### config.mk
export PLATFORM = sky130hd
export DESIGN_NAME = pc_fetch_unit
export DESIGN_NICKNAME = d
export VERILOG_FILES = /design/src/rtl/pc_fetch_unit_pkg.sv /design/src/rtl/pc_fetch_unit_fetch_queue.sv /design/src/rtl/pc_fetch_unit.sv
export SDC_FILE = /design/constraint.sdc
export NUM_CORES = 1
export LEC_CHECK = 0
export BUFFER_PORTS_ARGS = -buffer_cell sky130_fd_sc_hd__buf_4
export CAP_MARGIN = 10
export CORE_ASPECT_RATIO = 0.8
export CORE_MARGIN = 10
export CORE_UTILIZATION = 50
export CTS_BUF_LIST = sky130_fd_sc_hd__clkbuf_8
export CTS_CLUSTER_SIZE = 10
export DETAILED_ROUTE_END_ITERATION = 6
export HOLD_SLACK_MARGIN = 0.05
export PLACE_DENSITY = 0.85
export SETUP_SLACK_MARGIN = 0.02
export SLEW_MARGIN = 20
export SYNTH_ARGS = -nofsm -noshare
export SYNTH_HDL_FRONTEND = slang
export SYNTH_SLANG_ARGS = --single-unit
### constraint.sdc
create_clock -name clk -period 4.7 [get_ports clk]
set_clock_uncertainty 0.2 [all_clocks]
set_input_delay 0.705 -clock clk [delete_from_list [all_inputs] [get_ports clk]]
set_output_delay 0.705 -clock clk [all_outputs]
set_load 0.05 [all_outputs]
### src/rtl/pc_fetch_unit_pkg.sv
`default_nettype none
// ============================================================================
//  Module   : pc_fetch_unit_pkg
//  Brief    : Shared constants, FSM encoding and queue entry type for fetch.
//  Revision : 1.0
// ============================================================================
package pc_fetch_unit_pkg;

    localparam int                     c_DATA_SIZE        = 32;
    localparam logic [c_DATA_SIZE-1:0] c_DEFAULT_RESET_PC = 32'h0000_0000;
    localparam logic [c_DATA_SIZE-1:0] c_NOP_INST         = 32'h0000_0013;

    typedef enum logic [1:0] {
        ST_BOOT  = 2'd0,
        ST_REQ   = 2'd1,
        ST_WAIT  = 2'd2,
        ST_DRAIN = 2'd3
    } fetch_state_e;

    typedef struct packed {
        logic [c_DATA_SIZE-1:0] pc;
        logic [c_DATA_SIZE-1:0] inst;
    } fetch_entry_t;

    function automatic logic [c_DATA_SIZE-1:0] word_align(input logic [c_DATA_SIZE-1:0] addr);
        return {addr[c_DATA_SIZE-1:2], 2'b00};
    endfunction

endpackage
`default_nettype wire

### src/rtl/pc_fetch_unit_fetch_queue.sv
`default_nettype none
// ============================================================================
//  Module   : fetch_queue
//  Brief    : Synchronous FIFO of {pc, inst} entries with single-cycle flush.
//  Revision : 1.0
// ============================================================================
module fetch_queue
    import pc_fetch_unit_pkg::*;
#(
    parameter int DEPTH = 2
) (
    input  logic                   clk,
    input  logic                   resetN,
    input  logic                   i_push,
    input  fetch_entry_t           i_entry,
    input  logic                   i_pop,
    input  logic                   i_flush,
    output logic [$clog2(DEPTH):0] o_count,
    output logic                   o_empty,
    output logic                   o_full,
    output fetch_entry_t           o_head
);

    localparam int c_AW = $clog2(DEPTH);
    localparam int c_CW = c_AW + 1;

    fetch_entry_t    r_mem [DEPTH];
    logic [c_AW-1:0] r_rdPtr;
    logic [c_AW-1:0] r_wrPtr;
    logic [c_CW-1:0] r_count;

    always_ff @(posedge clk) begin
        if (i_push && !i_flush) begin
            r_mem[r_wrPtr] <= i_entry;
        end
    end

    // Power-of-two depth lets both pointers wrap by natural overflow.
    always_ff @(posedge clk or negedge resetN) begin
        if (!resetN) begin
            r_rdPtr <= '0;
            r_wrPtr <= '0;
            r_count <= '0;
        end else if (i_flush) begin
            r_rdPtr <= '0;
            r_wrPtr <= '0;
            r_count <= '0;
        end else begin
            if (i_push) begin
                r_wrPtr <= r_wrPtr + c_AW'(1);
            end
            if (i_pop) begin
                r_rdPtr <= r_rdPtr + c_AW'(1);
            end
            case ({i_push, i_pop})
                2'b10:   r_count <= r_count + c_CW'(1);
                2'b01:   r_count <= r_count - c_CW'(1);
                default: r_count <= r_count;
            endcase
        end
    end

    assign o_count = r_count;
    assign o_empty = (r_count == '0);
    assign o_full  = (r_count == c_CW'(DEPTH));
    assign o_head  = r_mem[r_rdPtr];

endmodule
`default_nettype wire

### src/rtl/pc_fetch_unit.sv
`default_nettype none
// ============================================================================
//  Module   : pc_fetch_unit
//  Brief    : Fetch PC owner, imem req/gnt/rsp sequencer and IF/ID feed queue.
//  Revision : 1.0
// ============================================================================
module pc_fetch_unit
    import pc_fetch_unit_pkg::*;
#(
    parameter logic [31:0] RESET_PC    = c_DEFAULT_RESET_PC,
    parameter int          QUEUE_DEPTH = 2,
    parameter logic [31:0] PC_STEP     = 32'd4
) (
    input  logic        clk,
    input  logic        resetN,
    input  logic        stall,
    input  logic        redirectValid,
    input  logic [31:0] redirectPc,
    output logic        imemReq,
    output logic [31:0] imemAddr,
    input  logic        imemGnt,
    input  logic        imemRspValid,
    input  logic [31:0] imemRspData,
    output logic        instValid,
    output logic [31:0] instData,
    output logic [31:0] instPc
);

    localparam int c_CW = $clog2(QUEUE_DEPTH) + 1;

    fetch_state_e    r_state;
    logic [31:0]     r_fetchPc;
    logic [31:0]     r_reqPc;
    fetch_entry_t    r_lastHead;

    logic            w_redirect;
    logic [31:0]     w_target;
    logic            w_req;
    logic            w_handshake;
    logic            w_push;
    logic            w_pop;
    logic            w_empty;
    logic            w_full;
    logic [c_CW-1:0] w_count;
    fetch_entry_t    w_head;
    fetch_entry_t    w_pushEntry;

    // BOOT has nothing in flight, so a redirect there is simply dropped.
    assign w_redirect  = redirectValid && (r_state != ST_BOOT);
    assign w_target    = word_align(redirectPc);
    assign w_req       = (r_state == ST_REQ) && (w_count < c_CW'(QUEUE_DEPTH));
    assign w_handshake = w_req && imemGnt;
    assign w_pop       = !w_empty && !stall && !w_redirect;
    assign w_push      = (r_state == ST_WAIT) && imemRspValid && !w_redirect
                         && (!w_full || w_pop);
    assign w_pushEntry = '{pc: r_reqPc, inst: imemRspData};

    fetch_queue #(
        .DEPTH (QUEUE_DEPTH)
    ) u_queue (
        .clk     (clk),
        .resetN  (resetN),
        .i_push  (w_push),
        .i_entry (w_pushEntry),
        .i_pop   (w_pop),
        .i_flush (w_redirect),
        .o_count (w_count),
        .o_empty (w_empty),
        .o_full  (w_full),
        .o_head  (w_head)
    );

    always_ff @(posedge clk or negedge resetN) begin
        if (!resetN) begin
            r_state   <= ST_BOOT;
            r_fetchPc <= RESET_PC;
            r_reqPc   <= RESET_PC;
        end else begin
            case (r_state)
                ST_BOOT: begin
                    r_state <= ST_REQ;
                end
                ST_REQ: begin
                    if (w_handshake) begin
                        r_reqPc <= r_fetchPc;
                        if (w_redirect) begin
                            r_fetchPc <= w_target;
                            r_state   <= ST_DRAIN;
                        end else begin
                            r_fetchPc <= r_fetchPc + PC_STEP;
                            r_state   <= ST_WAIT;
                        end
                    end else if (w_redirect) begin
                        r_fetchPc <= w_target;
                    end
                end
                ST_WAIT: begin
                    if (w_redirect) begin
                        r_fetchPc <= w_target;
                        r_state   <= imemRspValid ? ST_REQ : ST_DRAIN;
                    end else if (imemRspValid) begin
                        r_state <= ST_REQ;
                    end
                end
                default: begin
                    // The owed response settles DRAIN even if a newer redirect lands with it.
                    if (w_redirect) begin
                        r_fetchPc <= w_target;
                    end
                    if (imemRspValid) begin
                        r_state <= ST_REQ;
                    end
                end
            endcase
        end
    end

    always_ff @(posedge clk or negedge resetN) begin
        if (!resetN) begin
            r_lastHead <= '{pc: RESET_PC, inst: c_NOP_INST};
        end else if (!w_empty) begin
            r_lastHead <= w_head;
        end
    end

    assign imemReq   = w_req;
    assign imemAddr  = r_fetchPc;
    assign instValid = !w_empty;
    assign instData  = w_empty ? r_lastHead.inst : w_head.inst;
    assign instPc    = w_empty ? r_lastHead.pc   : w_head.pc;

endmodule
`default_nettype wire

==> flow_summary_export.csv, run 1 <==
group,metric,value,unit
clocking,htree_levels,2,
timing,setup_tns,0,ps
die,die_w,181.4,um
clocking,cts.path.max_buffers,3,
timing,fmax,0.2905,GHz
place,finalWeightedCongestion,0.9020,
logic_synthesis,synthTopCellsByArea,"edfxtp_1 37%, dfrtp_1 31%, mux2i_1 6.3%",
setup_path,critPathSlowestCell,"nand2_8",
clocking,clk-insertion-delay-late,540,ps
die,core,20580,um^2
logic_synthesis,synth_edf_count,128,
setup_path,startpoint_type,"register",
setup_path,timing.rr.start,"r_state[0]$_DFFE_PN0P_",
timing,setup-violations-final,0,
die,ios,168,
grt,grt_overflow,0,
grt,grt_pass1_vias,7361,
place,dp_slack,1489,ps
clocking,root_buffer,"clkbuf_8",
timing,slew_violations,0,
setup_path,crit_start,"u_queue.o_count[1]$_DFFE_PN0P_",
hold_path,hold_class,"input port to register",
logic_synthesis,ys_warn_count,0,
die,start_util,50.62,%
drt,routed_via_density,5.563,
setup_path,setup.worst_path.end_class,"primary output",
logic_synthesis,synth_common_cells,"131 x dfrtp_1, 128 x edfxtp_1, 114 x nand2_1",
setup_path,r2r_end,"imemAddr[24]$_DFFE_PN0N_",
logic_synthesis,synth_seq_cells,262,
layout,final_cells,1309,
logic_synthesis,yosysMostFrequentCell,"dfrtp_1",
die,die_h,149.1,um
power,powerDensity,596.8,nW/um^2
setup_path,crit_chain,"inv_1 -> nand2_8 -> buf_4 -> nor2_1 -> a21oi_1 -> buf_4",
run,timing.max_cap.violations,0,
power,power_leakage,5.127,nW
logic_synthesis,async_reset_ff_share,51.15,%
place,dp.cells,1233,
grt,grt_max_degree,105,
timing,rsz0062_at_grt,"false",
setup_path,max_stage_delay,510,ps
timing,slew_headroom,45.54,%
layout,layout.nets,1078,
die,num_rows,47,
die,die-area,27050,um^2
logic_synthesis,synth_nets,907,
logic_synthesis,synth_area,10420,um^2
drt,dr.pass1.iters,6,
drt,wirelength,25.55,mm
layout,fin_util,62.01,%
clocking,clk_pin_slew_worst_paths,60,ps
drt,drt_iter0_drc,689,
layout,drive_above_1_share,24.83,%
timing,timing.final.crit_period,3442,ps
clocking,numCtsBuffers,40,
timing,worst_slew_pin_slew,816.9,ps
logic_synthesis,synth_top_area_share,36.89,%
setup_path,crit_end,"instData[20]",
setup_path,ff2ff_setup_slack,1640,ps
grt,grt_antenna_before_repair,1,
logic_synthesis,syn_avg_cell_area,12.46,um^2
grt,grt_usage,18.69,%
grt,grt_pass1_wl,40.79,mm
timing,timing_hold_violations_final,0,
clocking,clkSinkCount,262,
setup_path,cp_num_cells,6,
clocking,cts_setup_buffers,0,
timing,finalCritPeriodShare,73.24,%
logic_synthesis,synthFlopType,"dfrtp_1",
timing,setup_slack,1258,ps
setup_path,critPathKind,"register to primary output",
drt,vias,7282,
setup_path,critPathBufInv,3,
logic_synthesis,syn_inst,836,
drt,wl_per_cell,19.52,um
run_status,outcome,"complete, no violations",
drt,drc,0,
setup_path,crit_fanout,104,
setup_path,r2r.worst_path.cells,5,
power,peakVddDrop,0.0003586,V
setup_path,crit_top_cell,"buf_4",
layout,syn2layout_area_growth,22.49,%
timing,timing.hold.ws,167.9,ps
layout,fill_cells,1602,
place,portBuffers,165,
setup_path,worstPathRequired,3800,ps
place,dp_hpwl,17.08,mm
logic_synthesis,yosysSeqAreaShare,69.11,%
logic_synthesis,ys_types,63,
setup_path,worstPathArrival,2540,ps
logic_synthesis,synth_top_area_cell,"edfxtp_1",
clocking,cts_tree,"yes",
drt,ant_nets,0,
setup_path,crit_family,"buffers and inverters",
## final cells by class
type / instances / area, um^2 / share of cell area [%]
clock buffer: 50 / 688.2 / 5.392
multi-input combinational: 513 / 3002 / 23.52
tap: 269 / 336.6 / 2.637
sequential: 262 / 7204 / 56.45
antenna: 1 / 2.502 / 0.01961
timing repair buffer: 178 / 1355 / 10.62
inverter: 12 / 45.04 / 0.3529
clock inverter: 24 / 128.9 / 1.010
## layout by cell type (no fill, tap or decap), types with 6 or more instances in the layout
cell | netlist | layout
nand2_1 | 114 | 113
and3_1 | 7 | 7
nor3_1 | 14 | 14
nand3_1 | 16 | 16
o21ai_0 | 30 | 30
inv_1 | 12 | 26
o22ai_1 | 6 | 6
nor2_1 | 92 | 90
buf_4 | 3 | 175
edfxtp_1 | 128 | 128
a21oi_1 | 81 | 81
mux2i_1 | 66 | 66
dfrtp_1 | 131 | 130
or3_1 | 6 | 6
clkbuf_8 | 0 | 50
nand4_1 | 7 | 7
## kinds of logic after synthesis
kind of cell,share of synthesized area [%]
buffers and inverters,2.426
multiplexers,6.449
AND/OR/NAND/NOR,12.63
AO/OA/AOI/OAI,9.007
adder cells (fa/ha/maj),0.1201
XOR/XNOR,0.2522
flip-flops,69.11
## metal layers
metal,wire length (um),GRT usage [%],vias up
li1,-,-,3383
met1,10670,25.52,3500
met2,11880,29.09,359
met3,2629,5.359,40
met4,374,4.466,0
met5,0,0,-
## what timing repair did
item,in CTS,in global routing
hold endpoints to repair,35,0
endpoints found under the setup margin,0,0
hold buffers,1,0
resized for setup,0,0
## worst min path at each step
stage	to	start	slack (ps)	depth (start not counted)
global placement	u_queue.r_mem[1][49]$_DFFE_PP_	r_reqPc[17]$_DFFE_PN0N_	250	0
CTS	u_queue.r_mem[1][27]$_DFFE_PP_	imemRspData[27]	130	1
floorplan	imemAddr[0]$_DFFE_PN0P_	resetN	210	0
global route	u_queue.r_mem[0][23]$_DFFE_PP_	imemRspData[23]	130	1
finish	u_queue.r_mem[1][21]$_DFFE_PP_	imemRspData[21]	170	1
detailed placement	u_queue.r_mem[0][52]$_DFFE_PP_	r_reqPc[20]$_DFFE_PN0N_	260	0
## metrics by stage
step	instance area (um^2)	power (mW)
final	12760	7.616
after global routing	12760	7.988
after CTS	12750	7.691
after detailed placement	11920	5.819
after global placement	11920	5.741
after floorplan	10420	4.930
## report_power, final
part | leakage (nW) | internal, mW | switching, mW
combinational | 1.93 | 0.718 | 1.87
clock | 0.469 | 1.02 | 0.835
sequential | 2.73 | 2.90 | 0.278
## sequential cells by signal, summed over array words and instances (netlist names)
| signal | count |
|---|---|
| imemAddr | 32 |
| r_lastHead | 64 |
| r_reqPc | 32 |
| r_state | 2 |
| u_queue.o_count | 2 |
| u_queue.r_mem | 128 |
| u_queue.r_rdPtr | 1 |
| u_queue.r_wrPtr | 1 |
## worst register-to-register path: cells and delay by family, from the launching register on
kind	cells	cell delay (ps)
compound gates	2	280
simple gates	3	1760
flops	1	770
(Power assumes the default switching activity.)
==> inputs of run 2 (changes only) <==
clock period = 2.8 ns   (was 4.7 ns; I/O delays follow)
==> flow_summary_export.csv, run 2 (synthesis results as in run 1) <==
group,metric,value,unit
power,powerDensity,968.2,nW/um^2
drt,ant_nets,0,
layout,fin_util,66.46,%
timing,timing.final.crit_period,2676,ps
timing,finalCritPeriodShare,95.56,%
timing,rsz0062_at_grt,"false",
setup_path,crit_fanout,27,
clocking,clk_pin_slew_worst_paths,60,ps
grt,grt_max_degree,58,
clocking,htree_levels,2,
drt,wl_per_cell,19.94,um
die,num_rows,47,
drt,drt_iter0_drc,830,
grt,grt_busiest_layer,"met2",
setup_path,critPathBufInv,3,
drt,drc,0,
clocking,cts_tree,"yes",
drt,dr.pass1.iters,6,
layout,final_common_cell,"buf_4",
power,power_leakage,5.542,nW
clocking,clk-insertion-delay-late,560,ps
setup_path,setup.worst_path.end_class,"primary output",
setup_path,worstPathArrival,2060,ps
grt,grt_overflow,0,
timing,setup-violations-final,0,
power,total_power,13.24,mW
grt,grt_antenna_before_repair,0,
setup_path,max_stage_delay,470,ps
clocking,cts.path.max_buffers,3,
timing,fmax,0.3737,GHz
grt,use_met1,26.21,%
layout,final-seq-area,7206,um^2
timing,timing_hold_violations_final,0,
grt,grtUsageMet3,5.723,%
drt,routed_via_density,5.524,
place,portBuffers,165,
timing,slew_headroom,60.75,%
layout,multi_input_area,3017,um^2
setup_path,critPathSlowestCell,"dfrtp_1",
place,finalWeightedCongestion,0.8762,
run,timing.max_cap.violations,0,
clocking,root_buffer,"clkbuf_8",
clocking,clkSinkCount,262,
hold_path,hold_start,"redirectPc[6]",
setup_path,startpoint_type,"register",
setup_path,crit_start,"u_queue.o_count[1]$_DFFE_PN0P_",
drt,wirelength,27.71,mm
layout,largestRegisters,"u_queue.r_mem x128, r_lastHead x64",
clocking,numCtsBuffers,42,
place,dp.cells,1246,
setup_path,timing.rr.start,"r_state[0]$_DFFE_PN0P_",
place,dp_hpwl,17.58,mm
grt,use_met2,31.11,%
drt,vias,7679,
die,die-area,27050,um^2
layout,layout.nets,1158,
setup_path,critPathKind,"register to primary output",
timing,setup_tns,0,ps
die,ios,168,
setup_path,worstPathRequired,2180,ps
layout,largest_reg_flops,128,
layout,drive_above_1_share,25.45,%
die,die_w,181.4,um
layout,final_cells,1390,
setup_path,crit_family,"buffers and inverters",
layout,top_register,"u_queue.r_mem",
power,peakVddDrop,0.0007300,V
layout,fill_cells,1441,
grt,grt_usage,19.66,%
setup_path,crit_chain,"inv_4 -> nand2_8 -> buf_12 -> nor2_1 -> a21oi_1 -> buf_4",
layout,syn2layout_area_growth,31.30,%
layout,final_cell_mix,"188 x buf_4, 129 x dfrtp_1, 128 x edfxtp_1, 113 x nand2_1, 90 x nor2_1",
die,core,20580,um^2
die,start_util,50.62,%
grt,grt_pass1_vias,7635,
die,die_h,149.1,um
grt,grt_pass1_wl,42.61,mm
run_status,outcome,"complete, no violations",
hold_path,hold_class,"input port to register",
timing,worst_slew_pin_slew,588.8,ps
timing,slew_violations,0,
## run 2: layout make-up
type,instances,area share [%]
multi-input cells,514,22.05
flip-flops and latches,262,52.68
inverters,12,0.3750
repair buffers,255,15.88
diodes,1,0.01829
clock inverters,25,1.308
well taps,269,2.460
clock buffers,52,5.232
## run 2: report_power, final
part           switching [mW]  internal, mW
Combinational            3.20          1.30
Clock                    1.47          1.95
Sequential              0.457          4.87
## run 2: final timing paths
kind,end,slack (ps),cells past startpoint
max in group asynchronous,r_lastHead[28]$_DFFE_PN0N_,1350,3
min,imemAddr[6]$_DFFE_PN0N_,80,3
max,instPc[7],120,6
max reg2reg,imemAddr[24]$_DFFE_PN0N_,370,5
min reg2reg,u_queue.r_mem[1][44]$_DFFE_PP_,260,0
min in group asynchronous,r_lastHead[2]$_DFFE_PN0N_,230,2
## run 2: metal layers
layer  vias up  wire (um)
met5         -          0
met4         0        519
met3        50       2178
met2       337      13200
met1      3750      11820
li1       3542          -
## run 2: repair_timing
item                                    4_1_cts  5_1_grt
buffers inserted                              1        6
endpoints found under the setup margin       58       48
hold buffers                                 57        0
gates cloned                                  0        2
pin swaps                                     1        1
endpoints found under the hold margin       146        0
gates resized for setup                       2        6
## run 2: stage by stage
step           setup WS [ps]  cell area, um^2  hold slack, ps
4_1_cts                29.93            13570           59.17
6_report               124.3            13680           80.32
2_1_floorplan         -591.6            10420          -75.59
3_3_place_gp           465.9            12080           230.0
5_1_grt                37.75            13680           62.38
3_5_place_dp           434.1            12080           231.6
## run 2: worst min-delay path, delay by kind of cell
kind                   cells  cell delay, ps
AO/OA/AOI/OAI              2             260
buffers and inverters      1             110
==> inputs of run 3 (changes only) <==
ABC_AREA = 1   (was default)
==> flow_summary_export.csv, run 3 <==
group,metric,value,unit
place,dp.cells,1452,
logic_synthesis,synth_top_area_cell,"edfxtp_1",
logic_synthesis,ys_types,35,
place,placed_area,12290,um^2
timing,slew_headroom,56.94,%
timing,setup_tns,-23.78,ps
setup_path,critPathKind,"register to primary output",
drt,dr.pass1.iters,6,
clocking,root_buffer,"clkbuf_8",
place,dp_hpwl,19.37,mm
logic_synthesis,syn_inst,1044,
drt,ant_nets,0,
run,timing.max_cap.violations,0,
timing,setup-violations-final,1,
place,finalWeightedCongestion,0.9064,
die,die-area,27530,um^2
setup_path,crit_fanout,17,
layout,final_common_cell,"nand2_1",
timing,slew_violations,0,
drt,dr_wl_met2,14.83,mm
logic_synthesis,synth_top_area_share,36.16,%
clocking,cts_tree,"yes",
drt,routed.top_layer,"met4",
logic_synthesis,async_reset_ff_share,51.15,%
grt,grt_max_degree,70,
setup_path,setup.worst_path.end_class,"primary output",
timing,setup_slack,-23.78,ps
timing,finalCritPeriodShare,100.8,%
drt,dr_wl_met3,3.345,mm
drt,drc,0,
layout,syn2layout_area_growth,32.28,%
power,pwr-share-clk,19.5,%
clocking,htree_levels,2,
hold_path,hold_class,"input port to register",
power,p_int,9.556,mW
layout,stdcell_area,14060,um^2
drt,routed_via_density,5.505,
clocking,clk-insertion-delay-late,540,ps
logic_synthesis,synth_common_cells,"254 x nand2_1, 149 x nor2_1, 148 x a21oi_1",
setup_path,worstPathArrival,2200,ps
grt,grt_pass1_wl,48.42,mm
power,switching_share,46.76,%
logic_synthesis,synth_nets,1115,
die,die_h,150.4,um
layout,fill_cells,1552,
timing,timing.hold.ws,74.51,ps
power,seq_power_share,31.6,%
logic_synthesis,ys_warn_count,0,
die,core,20820,um^2
die,ios,168,
die,die_w,183.0,um
drt,drt_iter0_drc,795,
power,switchingPower,8.393,mW
layout,n_antenna_cell,0,
power,peakVddDrop,0.0005299,V
timing,timing.final.crit_period,2824,ps
die,start_util,51.06,%
grt,grt_overflow,0,
setup_path,startpoint_type,"register",
layout,largestRegisters,"u_queue.r_mem x128, r_lastHead x64",
layout,layout.nets,1361,
drt,wl_met1,13.08,mm
layout,final_cells,1591,
layout,top_register,"u_queue.r_mem",
logic_synthesis,synth_area,10630,um^2
power,combPwrFrac,48.8,%
drt,wl_per_cell,19.90,um
layout,fin_util,67.54,%
layout,final_cell_mix,"254 x nand2_1, 167 x buf_4, 147 x nor2_1, 129 x dfrtp_1, 128 x edfxtp_1",
drt,wirelength,31.65,mm
clocking,clkSinkCount,262,
power,power_leakage,6.037,nW
setup_path,worstPathRequired,2180,ps
logic_synthesis,synthFlopType,"dfrtp_1",
logic_synthesis,syn_avg_cell_area,10.18,um^2
layout,largest_reg_flops,128,
timing,fmax,0.3541,GHz
grt,grt_usage,22.11,%
clocking,numCtsBuffers,41,
power,powerDensity,1277,nW/um^2
clocking,cts.path.max_buffers,3,
layout,drive_above_1_share,23.22,%
place,portBuffers,165,
logic_synthesis,synth_seq_cells,262,
logic_synthesis,yosysMostFrequentCell,"nand2_1",
timing,timing_hold_violations_final,0,
timing,worst_slew_pin_slew,645.9,ps
clocking,clk_pin_slew_worst_paths,60,ps
logic_synthesis,yosysSeqAreaShare,67.75,%
logic_synthesis,synth_edf_count,128,
grt,grt_pass1_vias,8865,
run_status,violations,"setup timing",
drt,vias,8758,
grt,grt_antenna_before_repair,0,
die,num_rows,47,
logic_synthesis,synthTopCellsByArea,"edfxtp_1 36%, dfrtp_1 31%, nand2_1 9.0%",
run_status,outcome,"finished, violations left",
run 3: changes by cell type after synthesis, sizes merged, moves of 18 or more:
cell,before,now
a21oi,81,148
inv,12,54
mux2i,66,0
nand2,114,257
nand3,16,38
nor2,92,156
o21ai,30,48
run 3: area by class of cell:
class	count	area, um^2	share of cell area (%)
sequential	262	7203	51.23
multi-input combinational	681	3152	22.42
timing repair buffer	250	2238	15.92
clock buffer	54	743.2	5.286
tap	269	336.6	2.394
inverter	54	217.7	1.548
clock inverter	21	168.9	1.201
run 3: cells by family (layout without fill, tap and decap cells):
| logic type | after synthesis | count (layout) | synth area share [%] |
|---|---|---|---|
| AND/OR/NAND/NOR | 466 | 466 | 17.67 |
| flip-flops | 262 | 262 | 67.75 |
| AO/OA/AOI/OAI | 212 | 212 | 10.37 |
| buffers and inverters | 101 | 379 | 3.932 |
| XOR/XNOR | 2 | 2 | 0.1648 |
| adder cells (fa/ha/maj) | 1 | 1 | 0.1177 |
run 3: worst paths after layout:
path / startpoint / to / slack, ps / cells after the start
hold / removal: redirectPc[27] / imemAddr[27]$_DFFE_PN0N_ / 70 / 5
hold reg to reg: r_reqPc[5]$_DFFE_PN0N_ / u_queue.r_mem[1][37]$_DFFE_PP_ / 260 / 0
max in group asynchronous: resetN / r_lastHead[32]$_DFFE_PN0N_ / 1430 / 3
setup reg to reg: r_state[1]$_DFFE_PN0P_ / u_queue.r_mem[1][32]$_DFFE_PP_ / 530 / 7
min in group asynchronous: resetN / r_lastHead[12]$_DFFE_PN0N_ / 250 / 2
setup / recovery: u_queue.o_count[1]$_DFFE_PN0P_ / instData[13] / -20 / 7
run 3: metal layers:
| metal | track usage (%) | up-vias |
|---|---|---|
| met1 | 29.41 | 4254 |
| met3 | 6.912 | 36 |
| met2 | 35.21 | 461 |
| met5 | 0 | - |
| li1 | - | 4007 |
| met4 | 4.417 | 0 |
run 3: worst max-delay path, cell delays in order (launching register included):
cell and delay (ps):
dfrtp_2 440, inv_4 80, nand2_8 150, clkinv_8 130, clkbuf_16 210, a21oi_1 300
a21oi_2 160, buf_6 180
run 3: repair_timing:
action / 4_1_cts / 5_1_grt
resized for setup: 15 / 36
hold endpoints to repair: 147 / 0
gates cloned: 1 / 1
buffers inserted: 0 / 2
endpoints found under the setup margin: 58 / 54
hold buffers: 60 / 0
pin swaps: 0 / 3
run 3: power by group through the flow:
stage	logic [mW]	registers, mW	clock network (mW)
global route	9.30	5.78	3.73
detailed placement	8.07	5.71	0
floorplan	5.01	6.02	0
global placement	7.90	5.66	0
finish	8.77	5.68	3.50
CTS	8.38	5.65	3.54
run 3: through the flow:
stage / total power, mW / worst slack (ps)
global placement: 13.56 / 406.0
global route: 18.82 / -30.10
detailed placement: 13.78 / 348.5
floorplan: 11.02 / -592.1
CTS: 17.57 / 23.32
finish: 17.95 / -23.78
